==> config.mk <==
export PLATFORM = sky130hd
export DESIGN_NAME = mem_wb_stage
export DESIGN_NICKNAME = d
export VERILOG_FILES = /design/src/rtl/mem_wb_stage.sv
export SDC_FILE = /design/constraint.sdc
export NUM_CORES = 1
export LEC_CHECK = 0
export ABC_AREA = 1
export BUFFER_PORTS_ARGS = -buffer_cell sky130_fd_sc_hd__buf_2
export CORE_MARGIN = 2
export CORE_UTILIZATION = 43
export DETAILED_ROUTE_END_ITERATION = 6
export PLACE_DENSITY = 0.75
export SKIP_CTS_REPAIR_TIMING = 1
export SLEW_MARGIN = 20
export SYNTH_ARGS = -nofsm -noshare
export SYNTH_HDL_FRONTEND = slang
export SYNTH_SLANG_ARGS = --single-unit
==> constraint.sdc <==
create_clock -name clk -period 1.28 [get_ports clk]
set_input_delay 0.256 -clock clk [delete_from_list [all_inputs] [get_ports clk]]
set_output_delay 0.256 -clock clk [all_outputs]
set_load 0.02 [all_outputs]
==> src/rtl/mem_wb_stage.sv <==
// MEM/WB pipeline register: N data lanes, write-back control, valid/flush,
// selectable stall policy, write-back mux, forwarding view and perf counters.
module mem_wb_stage #(
    parameter int DATA_W     = 16,
    parameter int NUM_LANES  = 4,
    parameter int SRC_W      = 2,
    parameter int REG_ADDR_W = 3,
    parameter int STALL_MODE = 0,
    parameter int CNT_W      = 16
) (
    input  logic                        clk,
    input  logic                        rst,
    input  logic                        stall_in,
    input  logic                        flush_in,
    input  logic                        valid_in,
    input  logic [NUM_LANES*DATA_W-1:0] data_in,
    input  logic [SRC_W-1:0]            reg_src_in,
    input  logic                        reg_wrt_in,
    input  logic [REG_ADDR_W-1:0]       write_reg_in,
    input  logic                        nop_in,
    input  logic                        branch_in,
    output logic                        valid_out,
    output logic [NUM_LANES*DATA_W-1:0] data_out,
    output logic [SRC_W-1:0]            reg_src_out,
    output logic                        reg_wrt_out,
    output logic [REG_ADDR_W-1:0]       write_reg_out,
    output logic                        nop_out,
    output logic                        branch_out,
    output logic [DATA_W-1:0]           wb_data,
    output logic                        fwd_valid,
    output logic [CNT_W-1:0]            stall_cnt,
    output logic [CNT_W-1:0]            bubble_cnt
);

    localparam bit BUBBLE = (STALL_MODE != 0);

    logic                        valid_q, valid_d;
    logic [NUM_LANES*DATA_W-1:0] data_q, data_d;
    logic [SRC_W-1:0]            src_q, src_d;
    logic                        wrt_q, wrt_d;
    logic [REG_ADDR_W-1:0]       wreg_q, wreg_d;
    logic                        nop_q, nop_d;
    logic                        br_q, br_d;
    logic [CNT_W-1:0]            scnt_q, scnt_d;
    logic [CNT_W-1:0]            bcnt_q, bcnt_d;
    logic                        bubble;

    always_comb begin
        valid_d = valid_q;
        data_d  = data_q;
        src_d   = src_q;
        wrt_d   = wrt_q;
        wreg_d  = wreg_q;
        nop_d   = nop_q;
        br_d    = br_q;
        bubble  = 1'b0;
        if (flush_in) begin
            valid_d = 1'b0;
            data_d  = '0;
            src_d   = '0;
            wrt_d   = 1'b0;
            wreg_d  = '0;
            nop_d   = 1'b1;
            br_d    = 1'b0;
            bubble  = 1'b1;
        end else if (stall_in) begin
            // Bubble policy lets fields flow but kills the write.
            if (BUBBLE) begin
                valid_d = 1'b0;
                data_d  = data_in;
                src_d   = reg_src_in;
                wrt_d   = 1'b0;
                wreg_d  = write_reg_in;
                nop_d   = nop_in;
                br_d    = branch_in;
                bubble  = 1'b1;
            end
        end else begin
            valid_d = valid_in;
            data_d  = data_in;
            src_d   = reg_src_in;
            wrt_d   = reg_wrt_in & valid_in;
            wreg_d  = write_reg_in;
            nop_d   = nop_in;
            br_d    = branch_in & valid_in;
            bubble  = ~valid_in;
        end
    end

    always_comb begin
        scnt_d = scnt_q;
        bcnt_d = bcnt_q;
        if (stall_in && !flush_in && scnt_q != '1)
            scnt_d = scnt_q + 1'b1;
        if (bubble && bcnt_q != '1)
            bcnt_d = bcnt_q + 1'b1;
    end

    always_ff @(posedge clk) begin
        if (rst) begin
            valid_q <= 1'b0;
            data_q  <= '0;
            src_q   <= '0;
            wrt_q   <= 1'b0;
            wreg_q  <= '0;
            nop_q   <= 1'b0;
            br_q    <= 1'b0;
            scnt_q  <= '0;
            bcnt_q  <= '0;
        end else begin
            valid_q <= valid_d;
            data_q  <= data_d;
            src_q   <= src_d;
            wrt_q   <= wrt_d;
            wreg_q  <= wreg_d;
            nop_q   <= nop_d;
            br_q    <= br_d;
            scnt_q  <= scnt_d;
            bcnt_q  <= bcnt_d;
        end
    end

    // Out-of-range select yields zero.
    always_comb begin
        wb_data = '0;
        for (int i = 0; i < NUM_LANES; i++) begin
            if (int'(src_q) == i)
                wb_data = data_q[i*DATA_W +: DATA_W];
        end
    end

    assign valid_out     = valid_q;
    assign data_out      = data_q;
    assign reg_src_out   = src_q;
    assign reg_wrt_out   = wrt_q;
    assign write_reg_out = wreg_q;
    assign nop_out       = nop_q;
    assign branch_out    = br_q;
    assign fwd_valid     = valid_q & wrt_q & ~nop_q;
    assign stall_cnt     = scnt_q;
    assign bubble_cnt    = bcnt_q;

endmodule
==> run metrics <==
outcome finished, violations left; Reg clk slew, reported paths 0.10 ns; Root Buffer clkbuf_8; Most used DFF post-synth dfxtp_1; CTS H-tree depth 3; startpoint types register; cell area after synthesis 0.004778 sq mm; CTS tree done; Filler cells 867; largest family of logic cells by synthesized area simple AND/OR/NAND/NOR gates; Mean Syn Cell Area 6.711 sq um; clk_lat worst skew 0.37 ns; RSZ-0062 raised after global routing true; final setup TNS -9.139 ns; Syn Inst Count 712; Worst Skew 0.01517 ns; DP Cell Count between 1k and 1.5k; hold_ws 0.08751 ns; Netlist cell types 26; Synth top cells by count nand2_1, dfxtp_1, a21oi_1; count leader, synth nand2_1; synth-to-layout area growth 61.85%; grt ovf 0; Final HPWL DP about 12000 um; fmax 570.0 MHz; final setup fails 44; Synth Warn # 0; All-Layer GR Usage 25.74%; failing checks setup timing; largest net degree at the start of global routing between 70 and 80; Max stage delay on crit path 0.40 ns; routed len/inst approximately 16 um; number of synthesized flops with an enable pin 0; Synth Area in Compound Gates 12.23%; Worst-Margin Slew 0.3487 ns; final WL 17610 um; area leader, netlist dfxtp_1; area share of the largest cell type after synthesis ~44%; Final Slew Violations 0; sequential fraction of the synthesis area 43.99%; post-synthesis async set-or-reset flop share 0%; adder-cell share of the synthesized area less than 1%; Final Hold Violating Endpoints 0; cells along the critical path nand2_2 > inv_4 > a221oi_1 > a21oi_2 > buf_2; Post-Synth Simple-Gate Area 37.21%; period utilization 137.1%; multiplexer share of the synthesized area 0%; Die Ht 109.4 um; CP Capture Type output port; share of layout cells above drive strength 1 47.16%; Max rail drop VDD 0.7260 mV; Residual DRC 0; Layout Nets 1060; Critical Setup Path Class reg2out; Max-slew headroom 76.75%; CP Data Arrival Time 1.50 ns; Sink Count 105; CP max stage cell dfxtp_4; total CTS buffers 9; power per cell area around 850 mW/mm^2; RD Place Congestion 0.8929; final setup margin -0.4743 ns; first-pass GRT wire length 23990 um; Max Cap Violations 0; cells taking the most area after synthesis dfxtp_1, nand2_1, a21oi_1, nor2_1, nand3_1; Core ar. 0.01084 sq mm; Seq cells post-synth between 100 and 150; Antenna Violating Nets Remaining 0; Pre-antenna DRT Iters 5; Die ar. 0.01197 sq mm; pre-CTS setup slack -0.1120 ns; initial antenna violation count 1; DR vias/cell 5.205; Rows 38; final core occ 71.34%; critical path required time approximately 1.0 ns; detailed router's first-iteration violation count between 300 and 400; port buffer count 198; vias in the first global route 4929; Non-Filler Instances 1127; CP max FO 8; Tmin final 1.754 ns; Final Cell Area 0.007734 sq mm; Mapped Nets 791; die span in x 109.4 um; DP Area between 0.006 and 0.007 sq mm; initial core utilization ~44%; Max clock buf depth 2; IO Pins 199; Leak around 3.6 nW; Design Power 6.577 mW; Synth Area in XOR/XNOR 0%; Min-Delay Path Class in2reg; vias 5866
-- metal layers --
layer | share of wire, % | wire (um) | GRT usage (%)
met4 | 3.0 | 530 | 7.866
met3 | 6.5 | 1148 | 5.572
met1 | 41 | 7212 | 33.58
met2 | 50 | 8717 | 42.59
met5 | 0 | 0 | 0
-- power by group --
group	switching, mW	internal [mW]
clock	1.14	1.08
sequential	0.0900	3.33
combinational	0.541	0.400
-- area by class of cell --
type	count	area [sq um]	share of cell area [%]
well taps	140	175.2	2.265
clock inverters	2	35.03	0.4530
clock buffers	14	173.9	2.249
diodes	1	2.502	0.03236
flip-flops and latches	105	2201	28.46
inverters	32	130.1	1.683
multi-input cells	542	2890	37.37
repair buffers	291	2126	27.49
-- final timing paths --
path | start | to | slack, ns | cells past startpoint
setup / recovery | reg_src_out[0]$_SDFFE_PP0N_ | wb_data[15] | -0.47 | 5
hold / removal | rst | bubble_cnt[10]$_SDFFE_PP0P_ | 0.09 | 2
setup reg to reg | bubble_cnt[1]$_SDFFE_PP0P_ | bubble_cnt[6]$_SDFFE_PP0P_ | -0.18 | 9
hold reg to reg | write_reg_out[1]$_SDFFE_PP0N_ | write_reg_out[1]$_SDFFE_PP0N_ | 0.47 | 2
-- logic make-up after synthesis --
group / Yosys count
simple gates: 429
compound gates: 110
flops: 105
buf+inv: 66
fa+ha+maj: 2
-- critical path: cells and delay by family (launching register included) --
family,cells,cell delay [ns]
flops,1,0.40
compound gates,2,0.38
buf+inv,2,0.24
simple gates,1,0.10
-- flip-flops by register name (all words and copies together), names as in the netlist --
| register | count |
|---|---|
| valid_out | 1 |
| stall_cnt | 16 |
| reg_wrt_out | 1 |
| branch_out | 1 |
| write_reg_out | 3 |
| nop_out | 1 |
| reg_src_out | 2 |
| data_out | 64 |
| bubble_cnt | 16 |
-- cell usage in the layout, fill, tap and decap left out, types with 10 or more instances in the layout --
cell,netlist,layout
a21oi_1,97,78
a21oi_2,0,19
buf_2,12,154
buf_4,1,64
buf_6,3,67
clkbuf_8,0,10
dfxtp_1,105,60
dfxtp_2,0,28
dfxtp_4,0,17
inv_1,25,19
nand2_1,256,233
nand2_2,5,19
nand3_1,43,25
nand3_2,1,17
nand4_1,21,21
nor2_1,88,70
nor2_4,2,16
(Power assumes the default switching activity.)
